File: config.mk
export PLATFORM = sky130hd
export DESIGN_NAME = alu_arbiter_flat
export DESIGN_NICKNAME = d
export VERILOG_FILES = /design/src/rtl/alu_pkg.sv /design/src/rtl/alu_arbiter_if.sv /design/src/rtl/alu_core.sv /design/src/rtl/alu_arbiter.sv /design/src/flat_wrapper.sv
export SDC_FILE = /design/constraint.sdc
export NUM_CORES = 1
export LEC_CHECK = 0
export BUFFER_PORTS_ARGS = -buffer_cell sky130_fd_sc_hd__buf_2
export CAP_MARGIN = 25
export CORE_UTILIZATION = 50
export DETAILED_ROUTE_END_ITERATION = 12
export PLACE_DENSITY = 0.89
export SLEW_MARGIN = 20
export SYNTH_ARGS = -nofsm -noshare
export SYNTH_HDL_FRONTEND = slang
export SYNTH_SLANG_ARGS = --single-unit
File: constraint.sdc
create_clock -name clk -period 4.2 [get_ports clk]
set_input_delay 0.63 -clock clk [delete_from_list [all_inputs] [get_ports clk]]
set_output_delay 0.63 -clock clk [all_outputs]
set_load 0.02 [all_outputs]
File: src/rtl/alu_pkg.sv
// Shared ALU opcode constants and the result bundle carried between ALU and result register.
package alu_pkg;

  localparam logic [2:0] ALU_ADD  = 3'b000;
  localparam logic [2:0] ALU_NOTB = 3'b001;
  localparam logic [2:0] ALU_AND  = 3'b010;
  localparam logic [2:0] ALU_OR   = 3'b011;
  localparam logic [2:0] ALU_SLT  = 3'b100;
  localparam logic [2:0] ALU_SLL  = 3'b101;
  localparam logic [2:0] ALU_BEQ  = 3'b110;
  localparam logic [2:0] ALU_BNE  = 3'b111;

  typedef struct packed {
    logic [31:0] f;
    logic        ovf;
    logic        zero;
  } alu_res_t;

endpackage

File: src/rtl/alu_arbiter_if.sv
// Two-requester ALU request bus plus the single result channel.
interface alu_arbiter_if;
  logic        req0_valid;
  logic        req0_ready;
  logic [31:0] req0_a;
  logic [31:0] req0_b;
  logic [2:0]  req0_sel;
  logic        req1_valid;
  logic        req1_ready;
  logic [31:0] req1_a;
  logic [31:0] req1_b;
  logic [2:0]  req1_sel;
  logic        rsp_valid;
  logic        rsp_ready;
  logic        rsp_id;
  logic [31:0] rsp_f;
  logic        rsp_ovf;
  logic        rsp_zero;

  modport master (
    output req0_valid, req0_a, req0_b, req0_sel,
    output req1_valid, req1_a, req1_b, req1_sel,
    output rsp_ready,
    input  req0_ready, req1_ready,
    input  rsp_valid, rsp_id, rsp_f, rsp_ovf, rsp_zero
  );

  modport slave (
    input  req0_valid, req0_a, req0_b, req0_sel,
    input  req1_valid, req1_a, req1_b, req1_sel,
    input  rsp_ready,
    output req0_ready, req1_ready,
    output rsp_valid, rsp_id, rsp_f, rsp_ovf, rsp_zero
  );
endinterface

File: src/rtl/alu_core.sv
// Purely combinational 8-op ALU; zero latency, no flow control.
module alu_core
  import alu_pkg::*;
(
  input  logic [31:0] a,
  input  logic [31:0] b,
  input  logic [2:0]  sel,
  output alu_res_t    res
);

  logic [31:0] sum;
  assign sum = a + b;

  always_comb begin
    res = '0;
    case (sel)
      ALU_ADD: begin
        res.f   = sum;
        res.ovf = (a[31] == b[31]) && (sum[31] != a[31]);
      end
      ALU_NOTB: res.f = ~b;
      ALU_AND:  res.f = a & b;
      ALU_OR:   res.f = a | b;
      ALU_SLT:  res.f = {31'b0, (a < b)};
      ALU_SLL:  res.f = {a[30:0], 1'b0};
      // Compare ops report only through the zero flag; f stays 0.
      ALU_BEQ:  res.zero = (a == b);
      ALU_BNE:  res.zero = (a != b);
      default:  res = '0;
    endcase
  end

endmodule

File: src/rtl/alu_arbiter.sv
// Round-robin share of one ALU between two requesters; result registered, 1-cycle latency.
// A grant needs a free result slot (empty, or draining this cycle), so full throughput is one op/cycle.
module alu_arbiter
  import alu_pkg::*;
#(
  parameter bit RR_INIT = 1'b0
) (
  input  logic         clk,
  input  logic         rst,
  alu_arbiter_if.slave bus
);

  logic        ptr;
  logic        slot_free;
  logic        gnt0;
  logic        gnt1;
  logic        xfer;
  logic [31:0] op_a;
  logic [31:0] op_b;
  logic [2:0]  op_sel;
  alu_res_t    alu_res;

  logic        rsp_valid_q;
  logic        rsp_id_q;
  alu_res_t    rsp_q;

  assign slot_free = !rsp_valid_q || bus.rsp_ready;

  // Grants look only at valids, slot state and the pointer; operands never feed ready.
  assign gnt0 = !rst && slot_free && bus.req0_valid && (!bus.req1_valid || !ptr);
  assign gnt1 = !rst && slot_free && bus.req1_valid && (!bus.req0_valid ||  ptr);
  assign xfer = gnt0 || gnt1;

  assign bus.req0_ready = gnt0;
  assign bus.req1_ready = gnt1;

  assign op_a   = gnt1 ? bus.req1_a   : bus.req0_a;
  assign op_b   = gnt1 ? bus.req1_b   : bus.req0_b;
  assign op_sel = gnt1 ? bus.req1_sel : bus.req0_sel;

  alu_core u_alu_core (
    .a   (op_a),
    .b   (op_b),
    .sel (op_sel),
    .res (alu_res)
  );

  always_ff @(posedge clk) begin
    if (rst) begin
      rsp_valid_q <= 1'b0;
      rsp_id_q    <= 1'b0;
      rsp_q       <= '0;
      ptr         <= RR_INIT;
    end else if (xfer) begin
      rsp_valid_q <= 1'b1;
      rsp_id_q    <= gnt1;
      rsp_q       <= alu_res;
      // Priority passes to whoever was not served.
      ptr         <= gnt0;
    end else if (bus.rsp_ready) begin
      rsp_valid_q <= 1'b0;
    end
  end

  assign bus.rsp_valid = rsp_valid_q;
  assign bus.rsp_id    = rsp_id_q;
  assign bus.rsp_f     = rsp_q.f;
  assign bus.rsp_ovf   = rsp_q.ovf;
  assign bus.rsp_zero  = rsp_q.zero;

endmodule

File: src/flat_wrapper.sv
// flat-port wrapper written by rule: the top's interface ports become plain ports
module alu_arbiter_flat import alu_pkg::*;
#(
  parameter bit RR_INIT = 1'b0
)
  (clk, rst, bus_req0_valid, bus_req0_a, bus_req0_b, bus_req0_sel, bus_req1_valid, bus_req1_a, bus_req1_b, bus_req1_sel, bus_rsp_ready, bus_req0_ready, bus_req1_ready, bus_rsp_valid, bus_rsp_id, bus_rsp_f, bus_rsp_ovf, bus_rsp_zero);
  alu_arbiter_if bus_i ();
  input  logic clk;
  input  logic rst;
  input wire logic [$bits(bus_i.req0_valid)-1:0] bus_req0_valid;
  input wire logic [$bits(bus_i.req0_a)-1:0] bus_req0_a;
  input wire logic [$bits(bus_i.req0_b)-1:0] bus_req0_b;
  input wire logic [$bits(bus_i.req0_sel)-1:0] bus_req0_sel;
  input wire logic [$bits(bus_i.req1_valid)-1:0] bus_req1_valid;
  input wire logic [$bits(bus_i.req1_a)-1:0] bus_req1_a;
  input wire logic [$bits(bus_i.req1_b)-1:0] bus_req1_b;
  input wire logic [$bits(bus_i.req1_sel)-1:0] bus_req1_sel;
  input wire logic [$bits(bus_i.rsp_ready)-1:0] bus_rsp_ready;
  output wire logic [$bits(bus_i.req0_ready)-1:0] bus_req0_ready;
  output wire logic [$bits(bus_i.req1_ready)-1:0] bus_req1_ready;
  output wire logic [$bits(bus_i.rsp_valid)-1:0] bus_rsp_valid;
  output wire logic [$bits(bus_i.rsp_id)-1:0] bus_rsp_id;
  output wire logic [$bits(bus_i.rsp_f)-1:0] bus_rsp_f;
  output wire logic [$bits(bus_i.rsp_ovf)-1:0] bus_rsp_ovf;
  output wire logic [$bits(bus_i.rsp_zero)-1:0] bus_rsp_zero;
  assign bus_i.req0_valid = bus_req0_valid;
  assign bus_i.req0_a = bus_req0_a;
  assign bus_i.req0_b = bus_req0_b;
  assign bus_i.req0_sel = bus_req0_sel;
  assign bus_i.req1_valid = bus_req1_valid;
  assign bus_i.req1_a = bus_req1_a;
  assign bus_i.req1_b = bus_req1_b;
  assign bus_i.req1_sel = bus_req1_sel;
  assign bus_i.rsp_ready = bus_rsp_ready;
  assign bus_req0_ready = bus_i.req0_ready;
  assign bus_req1_ready = bus_i.req1_ready;
  assign bus_rsp_valid = bus_i.rsp_valid;
  assign bus_rsp_id = bus_i.rsp_id;
  assign bus_rsp_f = bus_i.rsp_f;
  assign bus_rsp_ovf = bus_i.rsp_ovf;
  assign bus_rsp_zero = bus_i.rsp_zero;
  alu_arbiter #(.RR_INIT(RR_INIT)) u_core (.clk(clk), .rst(rst), .bus(bus_i));
endmodule
* After elaboration in Yosys (flattened, before gate mapping)
Index checks and enable logic that the tools add are counted.
** Word-level totals
- Register bits after elaboration :: 37
- Bits of input ports :: 139
- Output and inout bits :: 38
- Word-level logic and storage cells :: 47
** Operators by class
- $add $sub $neg :: 1
- Magnitude comparators :: 1
- Eq/ne operators :: 11
- Multiplexer cells :: 8
- Bitwise operators :: 3
- Reduce and logical (&&, ||, !) cells :: 17
** Operators by type and width (number)
- $pmux W32 S6 :: 1
- $mux W32 :: 2
- $add A32 B32 Y32 :: 1
- $and A32 B32 Y32 :: 1
- $eq A32 B32 Y1 :: 1
- $lt A32 B32 Y1 :: 1
- $ne A32 B32 Y1 :: 1
- $not A32 Y32 :: 1
- $or A32 B32 Y32 :: 1
- $eq A3 B3 Y1 const B :: 4
- $eq A3 B2 Y1 const B :: 2
- $logic_and A1 B1 Y1 :: 6
- $logic_not A1 Y1 :: 5
- $logic_or A1 B1 Y1 :: 4
- $eq A3 B1 Y1 const B :: 1
- $logic_not A3 Y1 :: 1
- $mux W1 :: 3
- $mux W3 :: 1
- $pmux W1 S2 :: 1
- $reduce_bool A2 Y1 :: 1
- $eq A1 B1 Y1 :: 1
- $ne A1 B1 Y1 :: 1

* Longest topological paths before layout
Gate-level depths: netlist of the first run.
- Word-level depth :: 10
- Mapped depth :: 18
- Depth with buffers taken out :: 14

* Hierarchy
From an unflattened synthesis of the first run, not the netlist that was laid out.
** Second synthesis, totals
- Cells, all modules :: 822
- Area total of the unflattened synthesis :: 6229.7 µm²
** By module, submodules not included
- alu_core :: times used 1, cells each 574, area each 3926.3 µm², seq. area each 0.0 µm²
- alu_arbiter :: times used 1, cells each 248, area each 2303.5 µm², seq. area each 740.7 µm²

* Least setup slack after synthesis of the first run
No wires, ideal clock.
- Path kind :: input port to flip-flop
- Start :: input bus_rsp_ready
- End :: register u_core.rsp_q (netlist bit u_core.bus.rsp_ovf)
- Setup time :: 0.101 ns
- Arrival time :: 4.072 ns
- Required time :: 4.099 ns
- Slack :: 0.027 ns
- Stages :: 17
- Buffers on the path :: 3
- Cell sequence :: nand2b_1 -> nand4_2 -> inv_2 -> buf_2 -> buf_4 -> buf_2 -> mux2i_1 -> inv_1 -> ha_1 -> a21o_1 -> a311o_1 -> a21o_1 -> a211oi_1 -> a211oi_1 -> a211o_1 -> xnor2_1 -> o41ai_1
** Between the ends
- Longest elaborated chain between the ends :: 9
- Elaborated cells on any way between the ends :: 16
- Classes of those cells :: add/sub: 1; eq/ne: 2; mux: 4; reduce/logical: 9
** Ends and longest elaborated chain
- start, declared :: RTL line flat_wrapper.sv:18 : input wire logic [$bits(bus_i.rsp_ready)-1:0] bus_rsp_ready;
- $logic_or A1 B1 Y1 (*) :: RTL line alu_arbiter.sv:27 : assign slot_free = !rsp_valid_q || bus.rsp_ready;
- $logic_and A1 B1 Y1 (*) (3 in series) :: RTL line alu_arbiter.sv:31 : assign gnt1 = !rst && slot_free && bus.req1_valid && (!bus.req0_valid || ptr);
- net bus_req1_ready :: RTL line flat_wrapper.sv:20 : output wire logic [$bits(bus_i.req1_ready)-1:0] bus_req1_ready;
- $mux W32 (on tied branches) :: RTL line alu_arbiter.sv:37, alu_arbiter.sv:38
- $add A32 B32 Y32 :: RTL line alu_core.sv:12 : assign sum = a + b;
- $ne A1 B1 Y1 :: RTL line alu_core.sv:19 : res.ovf = (a[31] == b[31]) && (sum[31] != a[31]);
- $logic_and A1 B1 Y1 :: RTL line alu_core.sv:19
- $mux W1 :: RTL line alu_core.sv:16 : case (sel)
- end signal, assigned :: RTL line alu_arbiter.sv:57 : rsp_q <= alu_res;
- end, declared :: RTL line alu_arbiter.sv:25 : alu_res_t rsp_q;
The timed path passes the listed nets; every way through them passes the cells marked *.
A chain may end at the register's enable or synchronous reset.

* Worst setup path after layout of the first run
- Start :: input bus_req0_valid
- End :: register u_core.rsp_q (netlist bit u_core.bus.rsp_f[25])
** Between the ends
- Longest elaborated chain between the ends :: 6
- Elaborated cells on any way between the ends :: 20
- Classes of those cells :: add/sub: 1; eq/ne: 5; mux: 4; bitwise: 3; reduce/logical: 7
** Ends and longest elaborated chain
- start, declared :: RTL line flat_wrapper.sv:10 : input wire logic [$bits(bus_i.req0_valid)-1:0] bus_req0_valid;
- $logic_not A1 Y1 :: RTL line alu_arbiter.sv:31
- $logic_or A1 B1 Y1 :: RTL line alu_arbiter.sv:31
- $logic_and A1 B1 Y1 :: RTL line alu_arbiter.sv:31
- $mux W32, or another cell as far along :: RTL line alu_arbiter.sv:37 : assign op_a = gnt1 ? bus.req1_a : bus.req0_a;
- $add A32 B32 Y32, or another cell as far along :: RTL line alu_core.sv:12
- $pmux W32 S6 :: RTL line alu_core.sv:16
Several ways; a longest one is shown, not always the timed one.

==> results.md, run 1 <==
* Final WL at 23.0 mm
* Commonest non-fill, non-tap cell in the layout: buf_2
* Net Sw Power at 903 µW
* Die Y at approximately 120 µm
* Setup violations, final at 0
* Clock sink count at 37
* DR pass1 iterations at 6
* Vias per cell at approximately 6.3
* Final worst slack at approximately 0.22 ns
* Die Width at 116 µm
* Critical path class: input port to register
* Area grow syn2layout at 23.2%
* Vias in the first global route at ~7.1k
* Clock Power Share at 0.219
* Status: completed
* Initial drt markers at 1,104
* CP arrival at 4.22 ns
* Final min period at slightly below 4 ns
* Hold_buf cts at 0
* Clock Skews at 0.00676 ns
* DRT antenna net count at 0
* Clock Path Buffers at 2
* CTS clk-pin slew, worst paths at roughly 0.07 ns
* Number of max-cap violations at 0
* Final hold vios at 0
* Final Cell Area at 8010 µm²
* Mapped cell area at 6510 µm²
* Register area share after synthesis at 0.114
* Pwr/cell area at 249 nW/µm²
* Syn nets at 1,117
* CTS Root Cell: clkbuf_16
* Slew margin rel. at 0.339
* Avg Cell Area, Syn at 7.36 µm²
* Fmax at about 250 MHz
* Warnings, synthesis at 0
* Num CTS Buffers at 5
* Synth unique cells at 74
* Critical-path cell list: buf_2 -> nand2b_1 -> nand4_2 -> clkinv_2 -> buf_12 -> mux2i_1 -> inv_1 -> ha_1 -> nand4b_1 -> a41oi_1 -> a2111oi_0 -> nor3_1 -> o21bai_1 -> a21boi_1 -> buf_4 -> mux2_2 -> nand3_1
* Core Box Area at 12,700 µm²
* Worst endpoint required time at 4.44 ns
* CP delay by family, top: compound AO/OA/AOI/OAI gates
* Max-slew violation count at 0
* RSZ-0062 raised after global routing: false
* Initial antenna violation count at 0
* Average routed wire per standard cell at 18.3 µm
* Switching Fraction at 0.452
* Post-CTS setup buffer count at 0
* Top Ports at between 150 and 200
* Worst path depth at 17
* CTS tree: done
* Worst R2R Setup Slack at 0.28 ns
* Int Power at 1090 µW
* Slowest-stage cell, CP: a41oi_1
* Vias at just under 8k
* HP Class: register to register
* Initial core utilization at 0.513
* Cell Area, Placed at around 8000 µm²
* Post-Syn Instances at 884
* Critical-path maximum fanout at 24
* Termination of the worst setup path: u_core.bus.rsp_f[25]
* Peak supply drop at 0.159 mV
* EDFF count, synth at 0
* CP bufs+invs at 5
* Critical path capture point type: register
* Logic pwr share at 0.581
* Reg-to-reg endpoint: u_core.bus.rsp_f[25]
* First-pass GRT wire length at 35.3 mm
* TNS Setup at 0 ns
* Clock H-tree levels at 2
* Die area at 13,500 µm²
* Fraction of layout cells with a size suffix above 1 at 0.248
* DRC viols at 0
* Row count at 41
* Worst r2r src: u_core.ptr
* Reg2Reg Depth at 16
* Flops & latches, synth at 37
* Largest net degree at the start of global routing at 31
* Overall routing resource usage at 0.336
* Number of fill cells in the layout at 1,110
* CP peak stage delay at between 0.4 and 0.5 ns
* Gpl congestion at about 1.0
* Most frequent cells in the layout: buf_2, ha_1, inv_1
* Antenna fix cells at 0
* PortBufs at between 150 and 200
* Leakage at ~0.0039 µW
* Seq pwr share at 0.201
* Worst-margin pin slew at ~0.99 ns
* Critical path launch point: bus_req0_valid
* Top FF cell, synth: dfxtp_1
* Worst setup SP type: input port
* Hpwl dp at approximately 17 mm
* DP Worst Slack at 0.0713 ns
* Tcrit/Tclk final at 0.947
* Worst skew pair latency at 0.30 ns
* # resized after CTS at 0
* Async set-reset flop share out of synthesis at 0
* NumNets Final at 1,313
* Congestion Overflow GR at 0
-- worst min path at each step --
| stage | start | end | slack [ns] | cells after the start |
|---|---|---|---|---|
| final | u_core.bus.rsp_f[9] | u_core.bus.rsp_f[9] | 0.46 | 2 |
| after global routing | u_core.bus.rsp_f[2] | u_core.bus.rsp_f[2] | 0.49 | 2 |
| after CTS | u_core.bus.rsp_f[2] | u_core.bus.rsp_f[2] | 0.46 | 2 |
| after detailed placement | u_core.bus.rsp_f[3] | u_core.bus.rsp_f[3] | 0.45 | 2 |
| after global placement | u_core.bus.rsp_f[9] | u_core.bus.rsp_f[9] | 0.43 | 2 |
| after floorplan | u_core.ptr | u_core.ptr | 0.47 | 1 |
-- cells in the mapped netlist (all sizes together) (3+ instances only) --
cell type   n  area share
nor2b      10      0.0096
nand4b      4      0.0054
o211ai     18       0.022
o21ai      58       0.045
a221o       3      0.0046
nand2b     17       0.016
mux2       10       0.018
a211o       4      0.0054
buf        16       0.015
nor2       62       0.036
clkbuf     25       0.014
inv        83       0.048
nor4        5      0.0048
o221ai     14       0.019
and3        7      0.0067
nor4b       3      0.0040
o31ai       4      0.0054
o41ai       3      0.0052
a21o       11       0.013
o22ai       8      0.0077
nand3      25       0.019
ha         93        0.18
a21oi      65       0.050
xor2       11       0.015
a22oi      15       0.017
nor3       23       0.018
mux2i      72        0.11
dfxtp      37        0.11
a211oi      9       0.010
nand4       6      0.0067
xnor2      11       0.015
a221oi     11       0.016
o21bai      8      0.0092
nand2      79       0.046
a31oi       9      0.0087
o21a        7      0.0081
and2        4      0.0038
-- worst min-delay path, stage by stage, from the launching register on --
cell	delay (ns)
dfxtp_1	0.32
nand2_1	0.04
o21ai_0	0.06
-- logic make-up (layout without fill, tap and decap cells) --
kind of cell	Yosys count	in the layout	share of synthesized area
AOI/OAI and AO/OA	265	265	0.272
and+or+nand+nor	260	260	0.195
buffers and inverters	124	321	0.0773
adders and majority gates	94	94	0.182
muxes	82	82	0.130
DFF	37	37	0.114
xor gates and xnor gates	22	22	0.0296
-- registers in the layout, summed over array words and instances (netlist names) --
| name | cells |
|---|---|
| u_core.bus.rsp_ovf | 1 |
| u_core.bus.rsp_zero | 1 |
| u_core.bus.rsp_id | 1 |
| u_core.bus.rsp_f | 32 |
| u_core.ptr | 1 |
| u_core.bus.rsp_valid | 1 |
-- power groups by stage --
stage	clock network, µW	registers, µW	logic, µW
6_report	436	401	1160
5_1_grt	436	403	1250
4_1_cts	425	400	1120
3_5_place_dp	0	407	1110
3_3_place_gp	0	407	1080
2_1_floorplan	0	437	710
-- through the flow --
| step | util | total power [µW] | hold slack, ns | instances |
|---|---|---|---|---|
| after floorplan | - | 1150 | 0.474 | 884 |
| after global placement | 0.620 | 1490 | 0.433 | 1245 |
| after detailed placement | 0.620 | 1520 | 0.449 | 1245 |
| after CTS | 0.632 | 1950 | 0.464 | 1253 |
| after global routing | 0.632 | 2090 | 0.490 | 1253 |
| final | 0.632 | 2000 | 0.458 | 1253 |
-- layout make-up --
cell class	instances	area [µm²]	area share
multi-input cells	723	5280	0.658
repair buffers	230	1310	0.164
flip-flops and latches	37	741	0.0924
inverters	83	313	0.0390
well taps	172	215	0.0269
clock buffers	7	153	0.0191
clock inverters	1	5.00	0.000625
-- per-layer routing --
layer | up-vias | GRT usage | part of all wire
li1 | 3604 | - | -
met2 | 570 | 0.536 | 0.44
met3 | 103 | 0.0575 | 0.12
met5 | - | 0 | 0
met1 | 3565 | 0.441 | 0.40
met4 | 0 | 0.156 | 0.041
Note: power is estimated with default switching activity, not from simulation.
==> run 2: changes to the inputs <==
--- a/config.mk
+++ b/config.mk
@@ -5,11 +5,12 @@
 export SDC_FILE = /design/constraint.sdc
 export NUM_CORES = 1
 export LEC_CHECK = 0
+export ABC_AREA = 1
 export BUFFER_PORTS_ARGS = -buffer_cell sky130_fd_sc_hd__buf_2
 export CAP_MARGIN = 25
-export CORE_UTILIZATION = 50
+export CORE_UTILIZATION = 49
 export DETAILED_ROUTE_END_ITERATION = 12
-export PLACE_DENSITY = 0.89
+export PLACE_DENSITY = 0.88
 export SLEW_MARGIN = 20
 export SYNTH_ARGS = -nofsm -noshare
 export SYNTH_HDL_FRONTEND = slang
==> results.md, run 2 <==
* Cell Area, Placed at 7380 µm² (was 7850 µm²)
* Logic pwr share at 0.584 (was 0.581)
* Number of fill cells in the layout at 1,254 (was 1,110)
* First-pass GRT wire length at 33.1 mm (was 35.3 mm)
* Post-CTS setup buffer count at 0 (unchanged)
* Flops & latches, synth at 37 (unchanged)
* Commonest non-fill, non-tap cell in the layout: nand2_1 (was buf_2)
* Vias per cell at 5.46 (was 6.26)
* CP arrival at 3.90 ns (was 4.22 ns)
* DRC viols at 0 (unchanged)
* Overall routing resource usage at 0.314 (was 0.336)
* Switching Fraction at 0.480 (was 0.452)
* Fin util at 0.597 (was 0.632)
* Critical path class: input port to register (unchanged)
* Async set-reset flop share out of synthesis at 0 (unchanged)
* Clock Skews at 0.00853 ns (was 0.00676 ns)
* Final WL at 21.0 mm (was 23.0 mm)
* DRT antenna net count at 0 (unchanged)
* Max-slew violation count at 0 (unchanged)
* Synth unique cells at 46 (was 74)
* Largest area contributor in the netlist: ha_1 (unchanged)
* Final min period at 3.75 ns (was 3.98 ns)
* Critical-path cell list: buf_2 -> inv_1 -> a21oi_4 -> nand2_4 -> inv_2 -> or2_1 -> o21ai_1 -> fa_1 -> inv_1 -> nand2_1 -> a21oi_1 -> inv_1 -> o21ai_1 -> a21oi_1 -> o21ai_2 -> nand3_1 -> nand2_1 -> nand2_1 -> nand3_1 -> nand2_1 -> nand2_1 -> a21oi_1 (was buf_2 -> nand2b_1 -> nand4_2 -> clkinv_2 -> buf_12 -> mux2i_1 -> inv_1 -> ha_1 -> nand4b_1 -> a41oi_1 -> a2111oi_0 -> nor3_1 -> o21bai_1 -> a21boi_1 -> buf_4 -> mux2_2 -> nand3_1)
* Tcrit/Tclk final at 0.892 (was 0.947)
* CTS Root Cell: clkbuf_16 (unchanged)
* Int Power at 995 µW (was 1090 µW)
* Slowest-stage cell, CP: fa_1 (was a41oi_1)
* Syn nets at 1,311 (was 1,117)
* Clock sink count at 37 (unchanged)
* TNS Setup at 0 ns (unchanged)
* Row count at 41 (unchanged)
* Gpl congestion at 1.02 (was 1.01)
* HP Class: register to register (unchanged)
* Critical path capture point type: register (unchanged)
* Cell mode on critical path: nand2_1
* Peak supply drop at 0.142 mV (was 0.159 mV)
* Top FF cell, synth: dfxtp_1 (unchanged)
* Initial drt markers at 566 (was 1,104)
* Worst skew pair latency at 0.29 ns (was 0.30 ns)
* Post-Syn Instances at 1,078 (was 884)
* Slew margin rel. at 0.456 (was 0.339)
* RSZ-0062 raised after global routing: false (unchanged)
* DR pass1 iterations at 5 (was 6)
* Net Sw Power at 918 µW (was 903 µW)
* Num CTS Buffers at 5 (unchanged)
* Avg Cell Area, Syn at 5.88 µm² (was 7.36 µm²)
* CP peak stage delay at 0.48 ns (was 0.41 ns)
* Synth top area cells: ha_1, nand2_1, inv_1 (was ha_1, dfxtp_1, mux2i_1)
* Clock H-tree levels at 2 (unchanged)
* Final Cell Area at 7530 µm² (was 8010 µm²)
* Worst hold slack at 0.461 ns (was 0.458 ns)
* Cells after DPL at 1,405 (was 1,245)
* Vias in the first global route at 7,173 (was 7,113)
* Worst-margin pin slew at 0.807 ns (was 0.991 ns)
* Leakage at 0.00421 µW (was 0.00392 µW)
* Register area share after synthesis at 0.117 (was 0.114)
* Fmax at 267 MHz (was 251 MHz)
* Clock Power Share at 0.208 (was 0.219)
* Initial core utilization at 0.502 (was 0.513)
* Congestion Overflow GR at 0 (unchanged)
* Warnings, synthesis at 0 (unchanged)
* Status: completed (unchanged)
* Largest net degree at the start of global routing at 60 (was 31)
* Clock Path Buffers at 2 (unchanged)
* Antenna fix cells at 0 (unchanged)
* Core Box Area at 12,600 µm² (was 12,700 µm²)
* Post-synth top cells: nand2_1, inv_1, a21oi_1 (was ha_1, inv_1, nand2_1)
* Area share of the largest cell type after synthesis at 0.184 (was 0.179)
* Pwr/cell area at 254 nW/µm² (was 249 nW/µm²)
* Fin cells at 1,412 (was 1,253)
* Cell with the most instances after synthesis: nand2_1 (was ha_1)
* Die area at 13,400 µm² (was 13,500 µm²)
* Seq pwr share at 0.207 (was 0.201)
* CTS tree: done (unchanged)
* Die Y at 116 µm (about the same)
* PortBufs at 176 (unchanged)
* Worst endpoint required time at 4.36 ns (was 4.44 ns)
* Vias at 7,712 (was 7,842)
* Hold_buf cts at 0 (unchanged)
* Top Ports at 177 (unchanged)
* Final hold vios at 0 (unchanged)
* Worst setup SP type: input port (unchanged)
* Largest register FFs at 32 (unchanged)
* Average routed wire per standard cell at 14.9 µm (was 18.3 µm)
* NumNets Final at 1,473 (was 1,313)
* Hpwl dp at 16.4 mm (was 17.2 mm)
* Mapped cell area at 6330 µm² (was 6510 µm²)
* # resized after CTS at 0 (unchanged)
* EDFF count, synth at 0 (unchanged)
* Setup violations, final at 0 (unchanged)
* Number of max-cap violations at 0 (unchanged)
* Most frequent cells in the layout: nand2_1, inv_1, buf_2 (was buf_2, ha_1, inv_1)
* Fraction of layout cells with a size suffix above 1 at 0.188 (was 0.248)
* CTS clk-pin slew, worst paths at 0.06 ns (was 0.07 ns)
* Area grow syn2layout at 18.8% (was 23.2%)
* Die Width at 116 µm (about the same)
* Initial antenna violation count at 0 (unchanged)
* Critical-path maximum fanout at 23 (was 24)
-- run 2: changes by cell type in the layout (fill, tap and decap cells not counted), moves of 11 or more --
cell / delta
nand2b_1: -17
buf_4: -37
o21ai_1: +17
nand3_1: +24
xnor2_1: -11
o22ai_1: +12
nand2_1: +161
nor3_1: -13
o211ai_1: -11
a21oi_1: +41
o21ai_0: +42
mux2i_1: -68
inv_1: +123
-- run 2: cell families after synthesis --
group / synth area share
compound gates: 0.280
buf+inv: 0.155
flops: 0.117
fa+ha+maj: 0.187
xor+xnor: 0.00415
simple gates: 0.257
-- run 2: path summary, 6_finish.rpt --
path / from / endpoint / slack [ns] / cells after the start
hold reg to reg: u_core.bus.rsp_f[17] / u_core.bus.rsp_f[17] / 0.46 / 2
setup / recovery: bus_rsp_ready / u_core.bus.rsp_f[30] / 0.45 / 22
setup reg to reg: u_core.ptr / u_core.bus.rsp_f[30] / 0.52 / 21
hold / removal: u_core.bus.rsp_f[17] / u_core.bus.rsp_f[17] / 0.46 / 2
-- run 2: metrics by stage --
stage | power, µW | setup WS [ns]
after floorplan | 1170 | 0.717
after global routing | 2060 | 0.177
after global placement | 1480 | 0.356
after CTS | 1890 | 0.529
after detailed placement | 1490 | 0.256
final | 1910 | 0.455
-- run 2: layout make-up --
class	count	area, µm²	share of cell area
clock buffer	6	139	0.0184
clock inverter	1	7.51	0.000997
inverter	213	800	0.106
multi-input combinational	791	4610	0.613
sequential	37	741	0.0984
tap	172	215	0.0286
timing repair buffer	192	1010	0.135
-- run 2: power groups by stage --
stage               Sequential (µW)  Combinational [µW]  Clock [µW]
floorplan                       437                 731           0
global placement                404                1080           0
detailed placement              404                1090           0
CTS                             397                1090         400
global route                    400                1240         412
finish                          397                1120         399
-- run 2: critical path, delay by kind of cell --
kind,cells,cell delay (ns)
compound gates,7,1.33
fa+ha+maj,1,0.48
buf+inv,5,0.60
simple gates,9,0.85
-- run 2: metal layers --
metal | vias up | track usage | wire [µm]
li1 | 3840 | - | -
met1 | 3463 | 0.382 | 8990
met2 | 348 | 0.555 | 9720
met3 | 61 | 0.0371 | 1560
met4 | 0 | 0.137 | 749
met5 | - | 0 | 0
